[src/rtl/mux_pkg.sv]
// Shared definitions for the 16-way registered word selector.
//   NUM_IN   : number of selectable data inputs
//   SEL_W    : width of the function-select code
//   fn_sel_t : select-code type (codes >= NUM_IN are out-of-range)
package mux_pkg;

    localparam int unsigned NUM_IN = 16;
    localparam int unsigned SEL_W  = 5;

    typedef logic [SEL_W-1:0] fn_sel_t;

endpackage

[src/rtl/mux16_comb.sv]
// Purely combinational 16:1 word select.
// Ports:
//   words  in   NUM_IN x N  packed data inputs, words[k] chosen when fn_sel == k
//   fn_sel in   SEL_W       select code, 0..15 valid, 16..31 out-of-range
//   y      out  N           selected word, zero for out-of-range codes
module mux16_comb
    import mux_pkg::*;
#(
    parameter int unsigned N = 16
) (
    input  logic [NUM_IN-1:0][N-1:0] words,
    input  fn_sel_t                  fn_sel,
    output logic [N-1:0]             y
);

    // A ternary is used instead of a case statement. An X on fn_sel then shows up
    // as X on y in simulation, rather than quietly falling into a default arm.
    always_comb begin
        y = fn_sel[SEL_W-1] ? '0 : words[fn_sel[SEL_W-2:0]];
    end

endmodule

[src/rtl/mux_16to1.sv]
// Registered 16-way word selector for the CPU datapath.
// Latency is one cycle from fn_sel/aX to out.
// Ports:
//   clk          in   1  clock, rising edge
//   rst          in   1  synchronous reset, active-high
//   a0..a15      in   N  data inputs
//   fn_sel       in   5  select code, 0..15 valid, 16..31 force zero and flag
//   out          out  N  registered selected word
//   sel_invalid  out  1  registered flag, set when the previous fn_sel was >= 16
module mux_16to1
    import mux_pkg::*;
#(
    parameter int unsigned N = 16
) (
    input  logic         clk,
    input  logic         rst,
    input  logic [N-1:0] a0,
    input  logic [N-1:0] a1,
    input  logic [N-1:0] a2,
    input  logic [N-1:0] a3,
    input  logic [N-1:0] a4,
    input  logic [N-1:0] a5,
    input  logic [N-1:0] a6,
    input  logic [N-1:0] a7,
    input  logic [N-1:0] a8,
    input  logic [N-1:0] a9,
    input  logic [N-1:0] a10,
    input  logic [N-1:0] a11,
    input  logic [N-1:0] a12,
    input  logic [N-1:0] a13,
    input  logic [N-1:0] a14,
    input  logic [N-1:0] a15,
    input  fn_sel_t      fn_sel,
    output logic [N-1:0] out,
    output logic         sel_invalid
);

    logic [NUM_IN-1:0][N-1:0] words;
    logic [N-1:0]             sel_word;

    assign words = {a15, a14, a13, a12, a11, a10, a9, a8,
                    a7,  a6,  a5,  a4,  a3,  a2,  a1, a0};

    mux16_comb #(
        .N (N)
    ) u_mux16_comb (
        .words  (words),
        .fn_sel (fn_sel),
        .y      (sel_word)
    );

    always_ff @(posedge clk) begin
        if (rst) begin
            out         <= '0;
            sel_invalid <= 1'b0;
        end else begin
            out         <= sel_word;
            sel_invalid <= fn_sel[SEL_W-1];
        end
    end

endmodule

[config.mk]
export PLATFORM = sky130hd
export DESIGN_NAME = mux_16to1
export DESIGN_NICKNAME = d
export VERILOG_FILES = /design/src/rtl/mux_pkg.sv /design/src/rtl/mux16_comb.sv /design/src/rtl/mux_16to1.sv
export SDC_FILE = /design/constraint.sdc
export NUM_CORES = 1
export LEC_CHECK = 0
export BUFFER_PORTS_ARGS = -buffer_cell sky130_fd_sc_hd__buf_4
export CAP_MARGIN = 20
export CORE_AREA = 2 2 108 110
export CTS_CLUSTER_DIAMETER = 150
export DETAILED_ROUTE_END_ITERATION = 8
export DIE_AREA = 0 0 110 112
export GPL_ROUTABILITY_DRIVEN = 0
export SKIP_CTS_REPAIR_TIMING = 1
export SYNTH_ARGS = -nofsm -noshare
export SYNTH_HDL_FRONTEND = slang
export SYNTH_SLANG_ARGS = --single-unit
export TNS_END_PERCENT = 30
[constraint.sdc]
create_clock -name clk -period 1.2 [get_ports clk]
set_input_delay 0 -clock clk [delete_from_list [all_inputs] [get_ports clk]]
set_output_delay 0 -clock clk [all_outputs]
set_load 0.1 [all_outputs]
Yosys cells after proc, flatten, opt, wreduce, memory -nomap -nowiden
Index checks and enable logic that the tools add are counted.

cells by class
  bitwise logic cells = 0
  multiply operators = 0
  mux-type cells = 2
  equal/unequal tests = 0
  divide/modulo/power cells = 0
  reduce and logical (&&, ||, !) cells = 1
  shift-type cells = 0
  $add $sub $neg = 0
  $lt $le $gt $ge = 1

operator list
  cell                                                number
  binary-select mux 16 bit (select 4 bit)             1
  2-to-1 mux 16 bit                                   1
  < comparator 4 x 5 -> 1 bit, second input constant  1
  OR reduction 2 bit                                  1

storage, ports and cells
  memory bits (read-only) = 0
  flip-flop bits (word level) = 17
  RAM bits = 0
  memories = 0
  latch bits = 0
  input port bits = 263
  output and inout port bits = 17

Longest topological paths before layout
Gate-level depths: netlist of run 1.

  depth in word-level cells = 2
  depth in mapped cells = 8
  gate-level depth less buffers = 4

Cells and area by module
A second synthesis of run 1 with hierarchy kept.

unflattened totals
  cell total of the unflattened synthesis = 297
  area, all modules = 2790.2 µm²

modules (own cells, without submodules)
  module      times used  cells each  area an instance (µm²)
  mux16_comb  1           262         2314.7
  mux_16to1   1           35          475.5

Least setup slack after synthesis of run 1
No wires, ideal clock.

  path kind = input-to-reg
  start point = input port fn_sel[0]
  end point = register out[10]
  library setup time = 0.128 ns
  arrival = 1.080 ns
  slack = -0.008 ns
  cell stages on the path = 6
  cells stage by stage = buf_6 -> buf_12 -> buf_12 -> mux4_2 -> o211ai_1 -> o21ai_1

between the ends
  cells in the longest elaborated chain, start to end = 2

ends and longest elaborated chain
  element                                  line              source
  start, declared                          mux_16to1.sv:33   input fn_sel_t fn_sel,
  binary-select mux 16 bit (select 4 bit)  mux16_comb.sv:19  y = fn_sel[SEL_W-1] ? '0 : words[fn_sel[SEL_W-2:0]];
  2-to-1 mux 16 bit (implied by the code)  mux16_comb.sv:19
  end signal, assigned                     mux_16to1.sv:57   out <= sel_word;
  end, declared                            mux_16to1.sv:34   output logic [N-1:0] out,

Every way passes these cells. The select of a mux whose other input is x is not followed.
A chain may end at the register's enable or synchronous reset.

Worst setup path after layout of run 1
  start point = input port fn_sel[0]
  end point = register out[2]

Same word-level chain as after synthesis.

==> key figures, run 1 <==
Status
  – Outcome: complete, no violations

Global route
  – Pin count of the biggest net entering global routing: 33
  – GRT Util Overall: 19.0%
  – Initial antenna violation count: 0
  – Grt ovf: 0
  – M1 GR Usage: 23.4%
  – M2 GR Usage: 34.2%
  – GRT busiest layer: met2
  – First-pass GRT wire length: 18.0 mm
  – Vias in the first global route: 3568
  – GRT met3 Usage: between 2 and 2.5%

Timing
  – RSZ-0062 raised after global routing: no
  – Period utilisation layout: around 77%
  – Fin worst setup slack: 270 ps
  – Worst Hold Slack: 147 ps
  – Post-layout min period: 930 ps
  – Post-route setup TNS: 0 ps
  – Least-Margin Pin Slew: roughly 300 ps
  – Worst rel slew slack: about 80%
  – Fmax: 1080 MHz
  – Slew Viols, Final: 0
  – Final Hold Viols: 0
  – Final Setup Violations: 0

Clocking
  – CTS buffer count: 3
  – Clk Tree Root Cell: clkbuf_16
  – CTS tree: done
  – Clock tree sinks: 17
  – H-Tree Depth: 1
  – Clock buffer depth: 2
  – Clk slew on worst S/H paths: 60 ps

Layout
  – Final Util: 45.0%
  – Nets: just over 800
  – Design area: 0.00503 mm^2
  – ANT cells: 0
  – Layout area overhead: 94.9%
  – Filler instances: between 1000 and 1500
  – Post-route insts no fill: between 600 and 700
  – Layout cells sized above 1: 60.3%

Critical path
  – CP max FO: 20
  – Critical path type: in -> reg
  – CP Buf/Inv Count: 3
  – Crit path max-delay cell type: mux2i_1
  – CP cell instances: buf_6, buf_12, buf_4, mux2i_1, a22oi_1, nand3_1, o31ai_1
  – CP max stage delay: approximately 220 ps
  – Worst path top cell family by delay: buffers and inverters
  – Crit end category: flop
  – WP data arrival: 1060 ps
  – CP Launch Type: input port
  – Worst EP required: 1330 ps

Floorplan
  – Die span in y: 112 um
  – Die area: 0.0123 mm^2
  – Rows: 39
  – Die width: 110 um
  – IO Count: 280
  – Initial core utilization: 23.1%
  – Core Area: 0.0112 mm^2

Logic synthesis
  – Top-count cell post-synth: mux2i_1
  – Yosys cell types: 21
  – Synth Register Bits: 17
  – Synth async-reset ratio: 0%
  – Post-synth top area share: 37.2%
  – Syn nets: between 500 and 600
  – Ranking of synthesized cells by area: mux2i_1 37%, mux4_2 14%, dfxtp_1 13%
  – Synth cell count leaders: 96 x mux2i_1, 38 x a22oi_1, 17 x dfxtp_1
  – Synth Area per Inst: 9.85 um^2
  – Post-Syn Area: 0.00258 mm^2
  – Synth Warn #: 0
  – Number of synthesized flops with an enable pin: 0
  – Yosys top cell by area: mux2i_1
  – Sequential share of the synthesized area: approximately an eighth
  – Post-Synthesis Cells: 262
  – Ys flop type: dfxtp_1

Drt
  – First-pass DRT Iterations: 4
  – Final wirelength: 12.3 mm
  – Detail Route Antenna Nets: 0
  – DR vias/cell: 4.88
  – DR iter-0 viols: between 150 and 200
  – Residual DRC: 0
  – Vias: 3340
  – DR WL/cell: 18.0 um

Pwr
  – Pleak: ~2.6 nW
  – Power per Cell Area: about 630 mW/mm^2
  – Overall power: 3.15 mW
  – VDD IR max: 0.394 mV

Flow run
  – Max-cap viol count: 0

Worst hold path
  – HP Class: in -> reg

Placement
  – Port bufs: 279
  – Place WS: -20.7 ps
  – Post-DP HPWL: 10.7 mm
  – Placed cell count: 678
  – Placement-stage cell area: 0.00493 mm^2
-- kinds of logic after synthesis --
logic type	count (synthesis)	share of synthesized area, %
flops	17	13.2
simple gates	33	6.88
mux	112	51.2
compound gates	70	20.3
buf+inv	30	8.48
-- layout by cell type (no fill, tap or decap), drive strengths merged --
master / n
a22oi: 38
nand2: 6
o31ai: 10
a22o: 10
or3: 1
nor3b: 1
and2: 1
nor2b: 13
dlygate4sd3: 2
mux4: 16
buf: 303
nor2: 1
dfxtp: 17
o211ai: 6
mux2i: 96
clkbuf: 3
nand3: 10
clkinv: 1
o21ai: 6
-- metal layers --
layer | up-vias | share of wire, %
li1 | 1609 | -
met2 | 155 | 51
met1 | 1558 | 40
met3 | 18 | 6.9
met4 | 0 | 2.0
met5 | - | 0
-- registers in the layout (all words and copies together) (netlist names) --
name	cells
out	16
sel_invalid	1
-- path summary, 6_finish.rpt --
| path | endpoint | slack (ps) | from | cells past startpoint |
|---|---|---|---|---|
| min | out[11]$_SDFF_PP0_ | 150 | fn_sel[2] | 3 |
| max | out[2]$_SDFF_PP0_ | 270 | fn_sel[0] | 7 |
-- power by group --
| part | switching, mW | total (mW) | internal (mW) |
|---|---|---|---|
| registers | 0.00979 | 0.615 | 0.605 |
| logic | 0.835 | 1.84 | 1.01 |
| clock network | 0.240 | 0.686 | 0.447 |
-- final cells by class --
type / instances / area, um^2 / area share [%]
Clock inverter: 1 / 5.00 / 0.0995
Sequential cell: 17 / 340 / 6.77
Multi-Input combinational cell: 215 / 2030 / 40.4
Clock buffer: 3 / 75.1 / 1.49
Timing Repair Buffer: 305 / 2400 / 47.7
Tap cell: 143 / 179 / 3.56
Note: power is estimated with default switching activity, not from simulation.
==> run 2: changes to the inputs <==
clock period = 0.8 ns   (was 1.2 ns; I/O delays follow)
==> run 2 against run 1 <==
Net effect:
- the run now ends with setup timing left
- worst hold slack lost 120 ps
- sequential power increased by 58%
- final cell count is 1.6% higher
- final area increased by 9.0%
==> key figures, run 2 (synthesized netlist as in run 1, its figures left out) <==
Status
  – Outcome: finished, violations left (was complete, no violations)
  – Failing checks: setup timing

Clocking
  – CTS buffer count: 3 (unchanged)
  – H-Tree Depth: 1 (unchanged)
  – Clk slew on worst S/H paths: 50 ps (was 60 ps)
  – Clock buffer depth: 2 (unchanged)
  – CTS tree: done (unchanged)
  – Clk Tree Root Cell: clkbuf_16 (unchanged)
  – Clock tree sinks: 17 (unchanged)

Layout
  – Top Registers: out: 16 flops, sel_invalid: 1 flops (unchanged)
  – Post-route insts no fill: 695 (was 684)
  – Max FFs per register: 16 (unchanged)
  – Final Util: 49.1% (was 45.0%)
  – ANT cells: 0 (unchanged)
  – Commonest non-fill, non-tap cell in the layout: buf_4 (unchanged)
  – Nets: 816 (was 805)
  – Most frequent cells in the layout: 284 x buf_4, 90 x mux2i_1, 31 x a22oi_1 (was 294 x buf_4, 96 x mux2i_1, 38 x a22oi_1)
  – Layout area overhead: 112% (was 94.9%)
  – Layout cells sized above 1: 67.0% (was 60.3%)
  – Design area: 0.00548 mm^2 (was 0.00503 mm^2)
  – Top reg by flops: out (unchanged)

Global route
  – Vias in the first global route: 3536 (was 3568)
  – GRT met3 Usage: 1.87% (was 2.46%)
  – GRT busiest layer: met2 (unchanged)
  – M1 GR Usage: 24.2% (was 23.4%)
  – GRT Util Overall: 19.0% (about the same)
  – M2 GR Usage: 34.0% (was 34.2%)
  – Pin count of the biggest net entering global routing: 21 (was 33)
  – Grt ovf: 0 (unchanged)
  – First-pass GRT wire length: 18.1 mm (was 18.0 mm)
  – Initial antenna violation count: 0 (unchanged)

Critical path
  – Critical path type: in -> reg (unchanged)
  – CP max FO: 5 (was 20)
  – Worst EP required: 930 ps (was 1330 ps)
  – CP Launch Type: input port (unchanged)
  – Crit path max-delay cell type: mux4_2 (was mux2i_1)
  – Crit end category: flop (unchanged)
  – CP cell instances: buf_12, buf_4, mux4_2, nor2b_2, o31ai_1 (was buf_6, buf_12, buf_4, mux2i_1, a22oi_1, nand3_1, o31ai_1)
  – CP max stage delay: 540 ps (was 220 ps)
  – WP data arrival: 1080 ps (was 1060 ps)

Floorplan
  – Die span in y: 112 um (unchanged)
  – Die area: 0.0123 mm^2 (unchanged)
  – Die width: 110 um (unchanged)
  – IO Count: 280 (unchanged)
  – Initial core utilization: 23.1% (unchanged)
  – Core Area: 0.0112 mm^2 (unchanged)
  – Rows: 39 (unchanged)

Drt
  – Detail Route Antenna Nets: 0 (unchanged)
  – Residual DRC: 0 (unchanged)
  – DR iter-0 viols: 129 (was 161)
  – Vias: 3316 (was 3340)
  – DR WL/cell: 18.0 um (about the same)
  – First-pass DRT Iterations: 7 (was 4)
  – DR vias/cell: 4.77 (was 4.88)
  – Final wirelength: 12.5 mm (was 12.3 mm)

Placement
  – Place WS: -443 ps (was -20.7 ps)
  – Port bufs: 279 (unchanged)
  – Placement-stage cell area: 0.00500 mm^2 (was 0.00493 mm^2)
  – Post-DP HPWL: 10.9 mm (was 10.7 mm)
  – Placed cell count: 687 (was 678)

Worst hold path
  – Sink of the worst hold path: sel_invalid$_SDFF_PP0_ (was out[11]$_SDFF_PP0_)
  – Hold path startpoint: rst (was fn_sel[2])
  – HP Class: in -> reg (unchanged)
  – Hold depth: 3 (unchanged)

Timing
  – Slew Viols, Final: 0 (unchanged)
  – RSZ-0062 raised after global routing: yes (was no)
  – Least-Margin Pin Slew: 274 ps (was 303 ps)
  – Fmax: 1060 MHz
  – Worst rel slew slack: 81.8% (was 80.0%)
  – Post-layout min period: 947 ps
  – Fin worst setup slack: -147 ps (was 270 ps)
  – Period utilisation layout: 118%
  – Final Setup Violations: 16 (was 0)
  – Post-route setup TNS: -1280 ps (was 0 ps)
  – Worst Hold Slack: 22.4 ps (was 147 ps)
  – Final Hold Viols: 0 (unchanged)

Pwr
  – Power per Cell Area: 921 mW/mm^2 (was 625 mW/mm^2)
  – VDD IR max: 0.644 mV (was 0.394 mV)
  – Overall power: 5.05 mW (was 3.15 mW)
  – Pleak: 2.71 nW (was 2.57 nW)

Flow run
  – Max-cap viol count: 0 (unchanged)
-- run 2: worst max-delay path, delay by kind of cell --
kind | cells | cell delay (ps)
muxes | 1 | 540
AOI/OAI and AO/OA | 1 | 90
and+or+nand+nor | 1 | 180
buffers and inverters | 2 | 260
-- run 2: worst max path at each step --
stage | startpoint | slack [ps] | cells past startpoint | end
after floorplan | fn_sel[0] | -400 | 6 | out[10]$_SDFF_PP0_
after global placement | fn_sel[0] | -430 | 5 | out[9]$_SDFF_PP0_
after detailed placement | fn_sel[0] | -440 | 5 | out[8]$_SDFF_PP0_
after CTS | fn_sel[0] | -180 | 5 | out[8]$_SDFF_PP0_
after global routing | fn_sel[0] | -190 | 5 | out[15]$_SDFF_PP0_
final | fn_sel[0] | -150 | 5 | out[8]$_SDFF_PP0_
-- run 2: power breakdown --
group	total [mW]	switching (mW)	internal, mW
Combinational	3.08	1.32	1.76
Clock	0.998	0.322	0.676
Sequential	0.971	0.0525	0.918
-- run 2: final cells by class --
class | instances | area [um^2]
fill | 1089 | 5690
timing repair buffer | 316 | 2750
sequential | 17 | 354
clock buffer | 4 | 78.8
tap | 143 | 179
multi-input combinational | 215 | 2120
-- run 2: per-layer routing --
metal | part of all wire (%) | vias to the layer above
li1 | - | 1636
met1 | 40 | 1529
met3 | 6.4 | 14
met2 | 51 | 137
met5 | 0 | -
met4 | 1.8 | 0
==> run 3: changes to the inputs <==
ABC_AREA = 1   (was not set)
CORE_AREA = 2 2 109 111   (was 2 2 108 110)
DIE_AREA = 0 0 111 113   (was 0 0 110 112)
PLACE_DENSITY = 0.68   (was not set)
==> run 3 against run 2 <==
Net effect:
- the run still ends with setup timing left
- critical endpoint is now out[4]
- wire length up 48%
- power rose by 15%
- sequential power is 2.6% lower
- largest cell class unchanged
- combinational power up 25%
- synthesized cell count rose to 2.9 times the previous value
- first-iteration DRC count rose to 2.8 times the previous value
==> key figures, run 3 <==
Critical path
  – CP Launch Type: flop (was input port)
  – CP cell instances: buf_12 (was buf_12, buf_4, mux4_2, nor2b_2, o31ai_1)
  – WP data arrival: 830 ps (was 1080 ps)
  – CP max FO: 1 (was 5)
  – Worst EP required: 800 ps (was 930 ps)
  – Crit end category: output pin (was flop)
  – CP max stage delay: 380 ps (was 540 ps)
  – Critical path type: reg -> out (was in -> reg)
  – Worst path top cell family by delay: flip-flops (was multiplexers)
  – Crit path max-delay cell type: dfxtp_1 (was mux4_2)
  – CP Buf/Inv Count: 1 (was 2)

Timing
  – Fmax: 1210 MHz (was 1060 MHz)
  – Post-route setup TNS: -72.2 ps (was -1280 ps)
  – Least-Margin Pin Slew: 300 ps (was 274 ps)
  – RSZ-0062 raised after global routing: yes (unchanged)
  – Final Hold Viols: 0 (unchanged)
  – Slew Viols, Final: 0 (unchanged)
  – Worst rel slew slack: 80.0% (was 81.8%)
  – Post-layout min period: 826 ps (was 947 ps)
  – Final Setup Violations: 4 (was 16)
  – Fin worst setup slack: -26.5 ps (was -147 ps)
  – Period utilisation layout: 103% (was 118%)

Logic synthesis
  – Synth Area in XOR/XNOR: 0% (unchanged)
  – Top-count cell post-synth: nand2_1 (was mux2i_1)
  – Synth async-reset ratio: 0% (unchanged)
  – Synth Area per Inst: 4.51 um^2 (was 9.85 um^2)
  – Adder-cell share of the synthesized area: 0% (unchanged)
  – Synth Area in Compound Gates: 2.32% (was 20.3%)
  – Sequential share of the synthesized area: 9.86% (was 13.2%)
  – Ys flop type: dfxtp_1 (unchanged)
  – Ranking of synthesized cells by area: nand2_1 42%, nand3_1 23%, inv_1 14% (was mux2i_1 37%, mux4_2 14%, dfxtp_1 13%)
  – Largest family of logic cells by synthesized area: simple AND/OR/NAND/NOR gates (was multiplexers)
  – Post-Synth Simple-Gate Area: 65.2% (was 6.88%)
  – Mux contribution to synthesized area: 0% (was 51.2%)
  – Number of synthesized flops with an enable pin: 0 (unchanged)
  – Syn nets: 1028 (was 525)
  – Yosys cell types: 13 (was 21)
  – Post-Syn Area: 0.00345 mm^2 (was 0.00258 mm^2)
  – Yosys top cell by area: nand2_1 (was mux2i_1)
  – Post-synth top area share: 41.8% (was 37.2%)
  – Post-Synthesis Cells: 765 (was 262)
  – Synth Warn #: 0 (unchanged)
  – Synth cell count leaders: 384 x nand2_1, 160 x nand3_1, 131 x inv_1 (was 96 x mux2i_1, 38 x a22oi_1, 17 x dfxtp_1)
  – Synth Register Bits: 17 (unchanged)

Worst hold path
  – HP Class: in -> reg (unchanged)

Pwr
  – Sequential Power Share: 16.2% (was 19.2%)
  – Pleak: 4.26 nW (was 2.71 nW)
  – Power per Cell Area: 816 mW/mm^2 (was 921 mW/mm^2)
  – VDD IR max: 0.734 mV (was 0.644 mV)
  – Internal power: 3.51 mW (was 3.36 mW)
  – Clk pwr share: 17.8% (was 19.8%)
  – Comb power frac: 66.0% (was 61.0%)
  – Switching part of the total: 39.8% (was 33.5%)
  – Switch Pwr: 2.32 mW (was 1.69 mW)

Floorplan
  – Core Area: 0.0113 mm^2 (was 0.0112 mm^2)
  – Initial core utilization: 30.6% (was 23.1%)
  – Die width: 111 um (was 110 um)
  – IO Count: 280 (unchanged)
  – Rows: 39 (unchanged)
  – Die span in y: 113 um (was 112 um)
  – Die area: 0.0125 mm^2 (was 0.0123 mm^2)

Clocking
  – Clk Tree Root Cell: clkbuf_16 (unchanged)
  – Clk slew on worst S/H paths: 60 ps (was 50 ps)
  – CTS tree: done (unchanged)
  – Clock buffer depth: 2 (unchanged)
  – CTS buffer count: 3 (unchanged)
  – Clock tree sinks: 17 (unchanged)
  – H-Tree Depth: 1 (unchanged)

Drt
  – DR iter-0 viols: 360 (was 129)
  – Vias: 5723 (was 3316)
  – DR vias/cell: 4.75 (was 4.77)
  – Final wirelength: 18.5 mm (was 12.5 mm)
  – Detail Route Antenna Nets: 0 (unchanged)
  – Residual DRC: 0 (unchanged)
  – DR WL/cell: 15.4 um (was 18.0 um)
  – First-pass DRT Iterations: 4 (was 7)

Placement
  – Placed cell count: 1185 (was 687)
  – Post-DP HPWL: 13.8 mm (was 10.9 mm)
  – Port bufs: 279 (unchanged)
  – Place WS: -420 ps (was -443 ps)

Layout
  – Max FFs per register: 16 (unchanged)
  – Most frequent cells in the layout: 368 x nand2_1, 293 x buf_4, 131 x inv_1 (was 284 x buf_4, 90 x mux2i_1, 31 x a22oi_1)
  – ANT cells: 0 (unchanged)
  – Nets: 1325 (was 816)
  – Top Registers: out: 16 flops, sel_invalid: 1 flops (unchanged)
  – Top reg by flops: out (unchanged)
  – Post-route insts no fill: 1204 (was 695)
  – Commonest non-fill, non-tap cell in the layout: nand2_1 (was buf_4)
  – Layout cells sized above 1: 43.7% (was 67.0%)
  – Layout area overhead: 107% (was 112%)

Global route
  – First-pass GRT wire length: 25.8 mm (was 18.1 mm)
  – Pin count of the biggest net entering global routing: 53 (was 21)
  – Vias in the first global route: 5281 (was 3536)
  – Initial antenna violation count: 0 (unchanged)
  – GRT Util Overall: 25.3% (was 19.0%)
  – Grt ovf: 0 (unchanged)

Flow run
  – Max-cap viol count: 0 (unchanged)

Status
  – Failing checks: setup timing (unchanged)
  – Outcome: finished, violations left (unchanged)
run 3: cell count changes after synthesis, moves of 10 or more:
cell / delta
a21oi_1: +16
a22o_1: -10
a22oi_1: -38
buf_2: +24
inv_1: +131
mux2i_1: -96
mux4_2: -16
nand2_1: +378
nand3_1: +150
nor2b_1: -13
o31ai_1: -10
run 3: power groups by stage:
stage | sequential (mW) | clock (mW) | combinational [mW]
6_report | 0.946 | 1.04 | 3.85
3_3_place_gp | 0.940 | 0 | 3.20
5_1_grt | 0.949 | 1.09 | 4.15
4_1_cts | 0.921 | 1.05 | 3.22
2_1_floorplan | 1.28 | 0 | 1.23
3_5_place_dp | 0.939 | 0 | 3.20
run 3: logic make-up after synthesis:
group	after synthesis
simple gates	546
buf+inv	186
flops	17
compound gates	16
run 3: layout make-up:
| class | count | area (um^2) |
|---|---|---|
| multi-input cells | 562 | 2800 |
| well taps | 143 | 179 |
| clock inverters | 1 | 7.51 |
| fillers | 1141 | 4120 |
| repair buffers | 345 | 3210 |
| clock buffers | 3 | 75.1 |
| inverters | 133 | 526 |
| flip-flops and latches | 17 | 355 |
run 3: worst paths after layout:
path                  depth (start not counted)                  to  slack (ps)              start
worst max-delay path                          1              out[4]         -30  out[4]$_SDFF_PP0_
worst min-delay path                          3  out[11]$_SDFF_PP0_          60          fn_sel[4]
run 3: metrics by stage:
step / hold WS, ps / area (um^2) / power (mW) / util [%]
final: 60.4 / 7150 / 5.83 / 63.4
after global routing: 81.6 / 7150 / 6.19 / 63.4
after CTS: -96.0 / 6090 / 5.19 / 54.0
after detailed placement: 167 / 6000 / 4.14 / 53.3
after global placement: 163 / 6000 / 4.14 / 53.3
after floorplan: 71.2 / 3460 / 2.51 / -
run 3: routing by layer:
metal  vias up  track usage, %  share of wire (%)
met4         0            7.83                3.3
met5         -               0                  0
met2       258            45.2                 50
met1      2533            32.1                 41
li1       2888               -                  -
met3        44            2.79                6.2
